File: config.mk
export PLATFORM = sky130hd
export DESIGN_NAME = dll_lock_ctrl
export DESIGN_NICKNAME = d
export VERILOG_FILES = /design/src/rtl/dll_lock_ctrl.sv
export SDC_FILE = /design/constraint.sdc
export NUM_CORES = 1
export LEC_CHECK = 0
export ABC_AREA = 1
export BUFFER_PORTS_ARGS = -buffer_cell sky130_fd_sc_hd__buf_2
export CAP_MARGIN = 20
export CORE_ASPECT_RATIO = 1.2
export CORE_MARGIN = 2
export CORE_UTILIZATION = 55
export CTS_CLUSTER_SIZE = 25
export DETAILED_ROUTE_END_ITERATION = 10
export PLACE_DENSITY = 0.75
export SKIP_CTS_REPAIR_TIMING = 1
export SLEW_MARGIN = 10
export SYNTH_ARGS = -nofsm -noshare
export SYNTH_HDL_FRONTEND = slang
export SYNTH_SLANG_ARGS = --single-unit
File: constraint.sdc
create_clock -name clk_ext -period 3.9 [get_ports clk_ext]
set_clock_uncertainty 0.05 [all_clocks]
set_input_delay 0.78 -clock clk_ext [delete_from_list [all_inputs] [get_ports clk_ext]]
set_output_delay 0.78 -clock clk_ext [all_outputs]
set_load 0.05 [all_outputs]
File: src/rtl/dll_lock_ctrl.sv
// dll_lock_ctrl: lock-acquisition and tracking controller for the DLL.
// Acquires the delay code by successive approximation, then tracks it
// +/-1 LSB from phase-detector lead/lag decisions with lock/unlock detection.
module dll_lock_ctrl #(
    parameter int CODE_W     = 10,
    parameter int SETTLE     = 4,
    parameter int LOCK_CNT   = 8,
    parameter int UNLOCK_CNT = 4
) (
    input  logic              clk_ext,
    input  logic              rst_n,
    input  logic              en,
    input  logic              start,
    input  logic [1:0]        M,
    input  logic [3:0]        N,
    input  logic              pd_valid,
    input  logic              pd_lead,
    output logic [CODE_W-1:0] Q,
    output logic [1:0]        Sel,
    output logic              locked,
    output logic              busy,
    output logic              err
);

    localparam int SW = (SETTLE > 1) ? $clog2(SETTLE) : 1;
    localparam int BW = (CODE_W > 1) ? $clog2(CODE_W) : 1;
    localparam int RW = $clog2(LOCK_CNT + 1);
    localparam int UW = $clog2(UNLOCK_CNT + 1);

    localparam logic [2:0] ST_IDLE       = 3'd0;
    localparam logic [2:0] ST_SAR_SETTLE = 3'd1;
    localparam logic [2:0] ST_SAR_WAIT   = 3'd2;
    localparam logic [2:0] ST_TRK_SETTLE = 3'd3;
    localparam logic [2:0] ST_TRK_WAIT   = 3'd4;

    localparam logic [1:0] SEL_GATE = 2'b10;
    localparam logic [1:0] SEL_EXT  = 2'b01;
    localparam logic [1:0] SEL_REC  = 2'b00;

    localparam logic [CODE_W-1:0] Q_MID  = {1'b1, {(CODE_W-1){1'b0}}};
    localparam logic [CODE_W-1:0] Q_MAX  = {CODE_W{1'b1}};
    localparam logic [CODE_W-1:0] Q_ONE  = {{(CODE_W-1){1'b0}}, 1'b1};
    localparam logic [SW-1:0]     CNT_LD = SW'(SETTLE - 1);
    localparam logic [BW-1:0]     BIT_TOP = BW'(CODE_W - 1);
    localparam logic [RW-1:0]     REV_LOCK = RW'(LOCK_CNT);
    localparam logic [UW-1:0]     SAME_UNLOCK = UW'(UNLOCK_CNT);

    logic [2:0]        state, state_nxt;
    logic [CODE_W-1:0] q_nxt;
    logic [1:0]        sel_nxt;
    logic              locked_nxt, err_nxt;
    logic [BW-1:0]     bit_idx, bit_nxt;
    logic [SW-1:0]     cnt, cnt_nxt;
    logic [RW-1:0]     rev, rev_nxt;
    logic [UW-1:0]     same, same_nxt;
    logic              prev_dir, prev_nxt;
    logic              have_prev, have_nxt;
    logic [1:0]        sh_m, sh_m_nxt;
    logic [3:0]        sh_n, sh_n_nxt;
    logic              cfg_chg;
    logic              reversal;
    logic [CODE_W-1:0] bit_mask;

    // Next-state and next-output computation for the whole controller.
    always_comb begin
        state_nxt  = state;
        q_nxt      = Q;
        sel_nxt    = Sel;
        locked_nxt = locked;
        err_nxt    = err;
        bit_nxt    = bit_idx;
        cnt_nxt    = cnt;
        rev_nxt    = rev;
        same_nxt   = same;
        prev_nxt   = prev_dir;
        have_nxt   = have_prev;
        sh_m_nxt   = sh_m;
        sh_n_nxt   = sh_n;

        cfg_chg  = (M != sh_m) || (N != sh_n);
        reversal = have_prev && (pd_lead != prev_dir);
        bit_mask = Q_ONE << bit_idx;

        if (!en) begin
            state_nxt  = ST_IDLE;
            sel_nxt    = SEL_GATE;
            locked_nxt = 1'b0;
        end else if ((state == ST_IDLE && start) || (state != ST_IDLE && cfg_chg)) begin
            // A config change while busy restarts exactly like a start.
            sh_m_nxt   = M;
            sh_n_nxt   = N;
            q_nxt      = Q_MID;
            bit_nxt    = BIT_TOP;
            err_nxt    = 1'b0;
            sel_nxt    = SEL_EXT;
            locked_nxt = 1'b0;
            cnt_nxt    = CNT_LD;
            rev_nxt    = '0;
            same_nxt   = '0;
            have_nxt   = 1'b0;
            state_nxt  = ST_SAR_SETTLE;
        end else begin
            case (state)
                ST_SAR_SETTLE: begin
                    if (cnt == '0) state_nxt = ST_SAR_WAIT;
                    else           cnt_nxt   = cnt - 1'b1;
                end
                ST_SAR_WAIT: begin
                    if (pd_valid) begin
                        if (!pd_lead) q_nxt = Q & ~bit_mask;
                        cnt_nxt = CNT_LD;
                        if (bit_idx != '0) begin
                            q_nxt     = q_nxt | (bit_mask >> 1);
                            bit_nxt   = bit_idx - 1'b1;
                            state_nxt = ST_SAR_SETTLE;
                        end else begin
                            rev_nxt   = '0;
                            same_nxt  = '0;
                            have_nxt  = 1'b0;
                            state_nxt = ST_TRK_SETTLE;
                        end
                    end
                end
                ST_TRK_SETTLE: begin
                    if (cnt == '0) state_nxt = ST_TRK_WAIT;
                    else           cnt_nxt   = cnt - 1'b1;
                end
                ST_TRK_WAIT: begin
                    if (pd_valid) begin
                        if (pd_lead) begin
                            if (Q == Q_MAX) err_nxt = 1'b1;
                            else            q_nxt   = Q + 1'b1;
                        end else begin
                            if (Q == '0) err_nxt = 1'b1;
                            else         q_nxt   = Q - 1'b1;
                        end
                        if (!reversal)            rev_nxt = '0;
                        else if (rev != REV_LOCK) rev_nxt = rev + 1'b1;
                        if (locked) begin
                            same_nxt = reversal ? '0 : same + 1'b1;
                            if (same_nxt == SAME_UNLOCK) begin
                                locked_nxt = 1'b0;
                                sel_nxt    = SEL_EXT;
                                rev_nxt    = '0;
                                same_nxt   = '0;
                            end
                        end else if (rev_nxt == REV_LOCK) begin
                            locked_nxt = 1'b1;
                            sel_nxt    = SEL_REC;
                            same_nxt   = '0;
                        end
                        prev_nxt  = pd_lead;
                        have_nxt  = 1'b1;
                        cnt_nxt   = CNT_LD;
                        state_nxt = ST_TRK_SETTLE;
                    end
                end
                default: begin
                    state_nxt = ST_IDLE;
                end
            endcase
        end
    end

    // State and output registers with synchronous active-low reset.
    always_ff @(posedge clk_ext) begin
        if (!rst_n) begin
            state     <= ST_IDLE;
            Q         <= Q_MID;
            Sel       <= SEL_GATE;
            locked    <= 1'b0;
            busy      <= 1'b0;
            err       <= 1'b0;
            bit_idx   <= BIT_TOP;
            cnt       <= '0;
            rev       <= '0;
            same      <= '0;
            prev_dir  <= 1'b0;
            have_prev <= 1'b0;
            sh_m      <= '0;
            sh_n      <= '0;
        end else begin
            state     <= state_nxt;
            Q         <= q_nxt;
            Sel       <= sel_nxt;
            locked    <= locked_nxt;
            busy      <= (state_nxt != ST_IDLE);
            err       <= err_nxt;
            bit_idx   <= bit_nxt;
            cnt       <= cnt_nxt;
            rev       <= rev_nxt;
            same      <= same_nxt;
            prev_dir  <= prev_nxt;
            have_prev <= have_nxt;
            sh_m      <= sh_m_nxt;
            sh_n      <= sh_n_nxt;
        end
    end

endmodule

---- After elaboration in Yosys (flattened, before gate mapping) ----
Cells that the tools add are included.
storage, ports and cells
  memory bits (read-only) ................. 0
  memories kept ........................... 0
  bits in writable memories ............... 0
  output and inout port bits .............. 15
  bits in latches ......................... 0
  register bits after elaboration ......... 39
cells by class
  equality and inequality tests ........... 21
  add/subtract/negate cells ............... 6
  divide/modulo/power cells ............... 0
  reductions and logical operators ........ 33
  $mul .................................... 0
  order comparisons ....................... 0
  bitwise operators ....................... 6
  shift-type cells ........................ 1
  multiplexer cells ....................... 71
operators by type and width
  cell                     number
  $mux W10                 12
  $mux W4                  16
  $mux W3                  14
  $mux W2                  10
  $pmux W10 S2             1
  $reduce_bool A3 Y1       6
  $ne A4 B4 Y1 const B     4
  $reduce_and A4 Y1        4
  $mux W1                  13
  $ne A3 B3 Y1 const B     4
  $pmux W3 S4              1
  $reduce_and A6 Y1        2
  $add A10 B1 Y10 const B  1
  $and A10 B10 Y10         1
  $eq A10 B10 Y1 const B   1
  $logic_not A10 Y1        1
  $not A10 Y10             1
  $or A10 B9 Y10           1
  $reduce_and A5 Y1        2
  $shl A1 B4 Y10 const A   1
  $sub A10 B1 Y10 const B  1
  $ne A3 B1 Y1 const B     3
  $pmux W4 S2              1
  $reduce_bool A2 Y1       4
  23 further kinds         33

---- Longest topological paths before layout ----
Gate-level depths: netlist (run 1).
  depth after elaboration ................. 13
  gate-level depth with buffers ........... 14
  mapped depth without buffers ............ 13

---- Least setup slack after synthesis (run 1) ----
OpenSTA, ideal clock, no wires.
  kind .................................... input to register
  start point ............................. input port pd_lead
  end point ............................... register Q[9]
  stages on the path ...................... 12
  library setup time ...................... 0.130 ns
  path slack .............................. 1.067 ns
  arrival ................................. 2.653 ns
  path through ............................ buf_2 > inv_1 > clkbuf_1 > ha_1 > a21oi_1 > inv_1 > o21ai_0 > nand4_1 > nand3_1 > nand2_1 > nand3_1 > nand3_1
on the way
  word-level cells in the longest chain between the ends .. 10
  elaborated cells between the ends (all ways) .. 15
ends and longest elaborated chain
  what                    line  source
  start: declaration      17    input logic pd_lead,
  $mux W10                110   if (!pd_lead) q_nxt = Q & ~bit_mask;
  $mux W10                109   if (pd_valid) begin
  $mux W10                103   case (state)
  $mux W10                88    end else if ((state == ST_IDLE && start) || (state != ST_IDLE && cfg_chg)) begin
  $mux W10                84    if (!en) begin
  $or A10 B9 Y10          113   q_nxt = q_nxt | (bit_mask >> 1);
  $mux W10                112   if (bit_idx != '0) begin
  $mux W10                109
  $pmux W10 S2            103
  $mux W10                88
  end signal: assignment  184   Q <= q_nxt;
  end: declaration        18    output logic [CODE_W-1:0] Q,
Parallel ways exist; a longest one is shown, timed or not. The select of a mux whose other input is x is not followed.
A chain may end at the register's enable or synchronous reset.

---- Worst setup path after layout (run 1) ----
  start point ............................. input port pd_lead
  end point ............................... register Q[7]
Same word-level chain as after synthesis.

==> results of run 1 <==
-- layout by cell type, fill, tap and decap left out, types with 2 or more instances in the layout --
master	n
nor2_2	3
nand4_1	12
buf_2	26
clkinv_1	2
a211oi_1	2
nand2_2	3
xor2_1	4
inv_1	64
nand3b_1	2
nor2_1	52
clkbuf_8	5
o21ai_0	24
or2_2	3
nor3_1	10
nand3_2	4
dfxtp_1	39
nand2_1	116
o211ai_1	4
a21oi_1	40
nand3_1	54
ha_1	17
-- cell type report --
| cell class | count | area [um^2] |
|---|---|---|
| clock inverters | 2 | 12.5 |
| flip-flops and latches | 39 | 781 |
| fillers | 538 | 2040 |
| well taps | 62 | 77.6 |
| multi-input cells | 358 | 1850 |
| clock buffers | 6 | 72.6 |
| repair buffers | 27 | 138 |
| inverters | 67 | 251 |
-- worst register-to-register path, stage by stage, from the launching register on --
cell	delay, ns
dfxtp_1	0.43
nor2_2	0.08
nand2_2	0.29
nand2_1	0.17
inv_2	0.11
nor2_1	0.04
nand2_1	0.06
nand2_1	0.08
nor2_2	0.51
nand2_1	0.27
nand2_1	0.12
nand2_1	0.05
nor2_1	0.09
-- cell families after synthesis --
logic type / after synthesis / share of synthesized area (%)
AND/OR/NAND/NOR: 261 / 39.1
flip-flops: 39 / 26.4
buffers and inverters: 80 / 11.0
AO/OA/AOI/OAI: 74 / 14.2
XOR/XNOR: 5 / 1.48
adder cells (fa/ha/maj): 18 / 7.87
-- routing by layer --
metal,routed length [um],GRT usage (%)
met4,170,11.5
met1,3130,30.9
met3,370,4.20
met5,0,0
met2,3530,43.2
-- report_power, final --
group	leakage, nW	switching, mW	total, mW	internal [mW]
clock	0.0412	0.150	0.275	0.125
combinational	1.17	0.177	0.261	0.0839
sequential	0.320	0.0243	0.444	0.420
-- state kept, by name, indices dropped and copies added (netlist names) --
signal / cells
bit_idx: 4
Q: 10
have_prev: 1
same: 3
busy: 1
sh_n: 4
sh_m: 2
cnt: 2
locked: 1
err: 1
state: 3
rev: 4
prev_dir: 1
Sel: 2
-- per-stage QoR --
| step | std cells | util (%) | total power [mW] | instance area, um^2 | hold WS [ns] |
|---|---|---|---|---|---|
| 4_1_cts | 561 | 61.0 | 0.986 | 3190 | 0.383 |
| 3_3_place_gp | 553 | 59.3 | 0.706 | 3100 | 0.365 |
| 5_1_grt | 561 | 61.0 | 1.04 | 3190 | 0.413 |
| 6_report | 561 | 61.0 | 0.981 | 3190 | 0.380 |
| 2_1_floorplan | 477 | - | 0.656 | 2960 | 0.357 |
| 3_5_place_dp | 553 | 59.3 | 0.713 | 3100 | 0.371 |
-- final timing paths --
check | from | end | cells past startpoint
worst max-delay path | pd_lead | Q[7] | 12
worst max register to register | state[1] | Q[0] | 12
worst min-delay path | cnt[0] | cnt[0] | 1
worst min register to register | cnt[0] | cnt[0] | 1
==> metrics, run 1 <==
final setup fails=0; CP required=4.08 ns; port bufs=26; vias in the first global route=between 2000 and 3000; post-DR vias/cell=between 5 and 6; CP max FO=20; crit end category=flop; DRC Markers=0; largest net degree at the start of global routing=26; clock period minus worst slack=~2.7 ns; max_slew headroom=49.8%; initial antenna violation count=0; f_max=0.371 GHz; row cnt=29; critical path type=input port to flop; fin worst setup slack=1.20 ns; TritonRoute pass-1 iters=5; maximum root-to-sink buffer count=2; top_reg_cell synth=dfxtp_1; asr flop ratio synth=0%; CTS tree=yes; Total Wirelength=7210 um; crit share post-route=69.2%; Hold Path Class=flop to flop; H-tree levels=2; Crit path max-delay family=buffers and inverters; Place WS=0.915 ns; clk_lat worst skew=0.30 ns; Worst-path clk slew=0.08 ns; Die H=84.3 um; top cell type's share of synthesized area=26.4%; WP buf/inv=3; TritonCTS Buffers=5; Yosys cell types=32; Syn Nets=507; die area=5980 um^2; Cell Pwr Density=just over 300 nW/um^2; clk sink count=39; largest cells by area after synthesis=dfxtp_1, nand2_1, nand3_1, inv_1, ha_1; Clock Tree Root=clkbuf_8; count of state elements after synthesis=39; cell taking the most area after synthesis=dfxtp_1; number of antenna-violating nets in the routed design=0; share of layout cells above drive strength 1=10.2%; Max Cap Viol=0; CP Launch Type=input port; r2r setup slk=1.52 ns; Via Count=3118; fin nets=528; Final Hold Vio Count=0; Mapped Area=2960 um^2; synthesized area per cell=6.20 um^2; most used cell, CP=nand3_1; max-slew violation count=0; Post-synth EDFFs=0; most frequent cells after synthesis=nand2_1, inv_1, nand3_1; measured slew at the worst slew-check pin=roughly 0.75 ns; Seq/Total Area, Yosys=between 20% and 30%; DRT iter0 DRCs=171; # IOs=27; starting density of the core=a little under three fifths; CP cell instances=buf_2, inv_1, ha_1, a21oi_1, inv_1, a21oi_1, nand3_1, nand3_1, nand3_1, nand3_2, nand2_1, nor2_1; Detailed Place HPWL=5340 um; Max IR drop VDD=0.000211 V; Core Region=5230 um^2; TNS Setup=0 ns; RSZ-0062 raised after global routing=no; Static Leak=1.54 nW; most common cell in the netlist=nand2_1; ANT cells=0; WP data arrival=2.88 ns; final RePlAce weighted congestion=roughly 0.92; Synth Instances=477; WL/cell=12.8 um; total grt overflow=0; synth warn=0; area grow syn2layout=7.70%; Die Wd=70.9 um; global-route wire length before repair=between 10000 and 15000 um; CP max stage delay=0.52 ns; Crit-path slowest cell=inv_1; overall routing resource usage=approximately 25%; status=finished clean
No activity file was read; power rests on OpenSTA's default activity.
==> inputs of run 2 (changes only) <==
- CORE_UTILIZATION: 55 -> 54
- PLACE_DENSITY: 0.75 -> 0.76
- clock period: 3.9 -> 2.4 ns (I/O delays scaled with it)
==> run 2 against run 1 <==
Effect of this change:
- die area increased by 1.8%
- largest cell class unchanged
- sequential share of layout area is 0.70 points lower
- worst hold slack improved by 0.016 ns
- clock-buffer cell count shrank 1
- utilization rose by 0.94 points
- final area up 2.9%
==> metrics, run 2 (synthesis gave the netlist of run 1 again) <==
status=finished clean; Detailed Place HPWL=5480 um (+2.6%); # IOs=27 (unchanged); Worst-path clk slew=0.08 ns (about the same); ANT cells=0 (unchanged); crit end category=flop; final RePlAce weighted congestion=0.956 (+3.8%); DRT iter0 DRCs=204 (+19%); overall routing resource usage=24.3% (-0.99 points); clock power share=27.8% (-0.3 points); max_slew headroom=59.9% (+10 points); CTS tree=yes; total chip power=1.61 mW (+64%); WL/cell=12.2 um (-4.8%); port bufs=26 (unchanged); dpl cells=565 (+2.2%); Max IR drop VDD=0.000386 V (+83%); CP required=2.55 ns (-1.53 ns); area grow syn2layout=10.9%; row cnt=29 (unchanged); critical path type=flop to flop; TritonCTS Buffers=5 (unchanged); most common cell after layout, fill and taps aside=nand2_1; Crit path max-delay family=simple AND/OR/NAND/NOR gates; clk sink count=39 (unchanged); Internal=1.03 mW (+64%); worst hold stages=1 (unchanged); vias in the first global route=2811 (-3.8%); Clock Tree Root=clkbuf_8; WP buf/inv=1 (-2); fin nets=540 (+2.3%); Hold Path Class=flop to flop; Non-Filler Cell Area, Final=3280 um^2 (+2.9%); maximum root-to-sink buffer count=2 (unchanged); CP max FO=13 (-35%); largest net degree at the start of global routing=18 (-31%); Core Region=5300 um^2 (+1.4%); clk_lat worst skew=0.30 ns (about the same); H-tree levels=2 (unchanged); Crit-path slowest cell=nor2_2; number of antenna-violating nets in the routed design=0 (unchanged); Die Wd=71.6 um (+0.87%); commonest cells after routing, fill and taps aside=nand2_1, inv_1, nand3_1; post-DR vias/cell=5.33 (-4.2%); max-slew violation count=0 (unchanged); Non-Filler Instances=573 (+2.1%); initial antenna violation count=0 (unchanged); Worst Hold Slack=0.396 ns (+0.0163 ns); Cell Area, Placed=3190 um^2 (+2.9%); sw power=575 uW (+63%); measured slew at the worst slew-check pin=0.601 ns (-0.146 ns); DRC Markers=0 (unchanged); max FFs per register=10 (unchanged); clock period minus worst slack=approximately 2.1 ns; Final Hold Vio Count=0 (unchanged); fill count=524 (-2.6%); CP Launch Type=flop; Flop pwr share=45.1% (-0.2 points); total grt overflow=0 (unchanged); FF-to-FF path depth=10 (-2); global-route wire length before repair=12100 um (-3.6%); TritonRoute pass-1 iters=4 (-1); final setup fails=0 (unchanged); Max Cap Viol=0 (unchanged); CP max stage delay=0.47 ns (-0.05 ns); crit share post-route=89.1%; CP cell instances=inv_1, nand2_2, nor2_1, o21bai_4, nand2_1, nand2_1, nor2_2, nand2_1, nor2_1, nor2_1; Logic pwr share=27.2% (+0.6 points); Static Leak=1.59 nW (+3.7%); WP data arrival=2.29 ns (-0.59 ns); f_max=0.468 GHz; starting density of the core=55.8% (-0.78 points); Via Count=3052 (-2.1%); switch share=35.8% (-0.086 points); Total Wirelength=7010 um (-2.8%); Cell Pwr Density=490 nW/um^2 (+59%); TNS Setup=0 ns (unchanged); Largest Register=Q; RSZ-0062 raised after global routing=no; share of layout cells above drive strength 1=12.5% (+2.3 points); Die H=85.1 um (+0.88%); CP Depth=10 (-2); die area=6090 um^2 (+1.8%)
-- run 2: cell count changes in the layout (fill, tap and decap cells not counted), sizes merged --
cell / change
clkbuf: -1
buf: +12
clkinvlp: +1
-- run 2: power groups by stage --
| stage | Clock [mW] | Combinational (mW) | Sequential (mW) |
|---|---|---|---|
| 5_1_grt | 0.490 | 0.493 | 0.729 |
| 6_report | 0.447 | 0.436 | 0.724 |
| 4_1_cts | 0.459 | 0.436 | 0.723 |
| 2_1_floorplan | 0 | 0.280 | 0.785 |
| 3_5_place_dp | 0 | 0.433 | 0.739 |
| 3_3_place_gp | 0 | 0.429 | 0.738 |
-- run 2: path summary, 6_finish.rpt --
check,startpoint,slack [ns],end
worst max-delay path,state[2],0.26,Q[0]
worst min-delay path,cnt[0],0.40,cnt[0]
worst max register to register,state[2],0.26,Q[0]
worst min register to register,cnt[0],0.40,cnt[0]
-- run 2: cell type report --
| cell class | instances | area, um^2 | share of cell area, % |
|---|---|---|---|
| tap | 62 | 77.6 | 2.37 |
| clock buffer | 5 | 68.8 | 2.10 |
| timing repair buffer | 39 | 228 | 6.94 |
| multi-input combinational | 358 | 1850 | 56.5 |
| inverter | 67 | 251 | 7.67 |
| clock inverter | 3 | 20.0 | 0.610 |
| sequential | 39 | 781 | 23.8 |
-- run 2: through the flow --
stage	setup WS [ns]	utilization (%)
CTS	0.269	61.9
global route	0.0356	61.9
detailed placement	0.0417	60.2
global placement	0.101	60.2
floorplan	0.106	-
finish	0.261	61.9
-- run 2: metal layers --
layer | wire length, um | part of all wire, % | vias to the layer above | track usage, %
met5 | 0 | 0 | - | 0
met4 | 90 | 1.3 | 0 | 9.26
met3 | 266 | 3.8 | 8 | 3.33
met2 | 3480 | 50 | 61 | 43.7
met1 | 3170 | 45 | 1366 | 29.0
li1 | - | - | 1617 | -
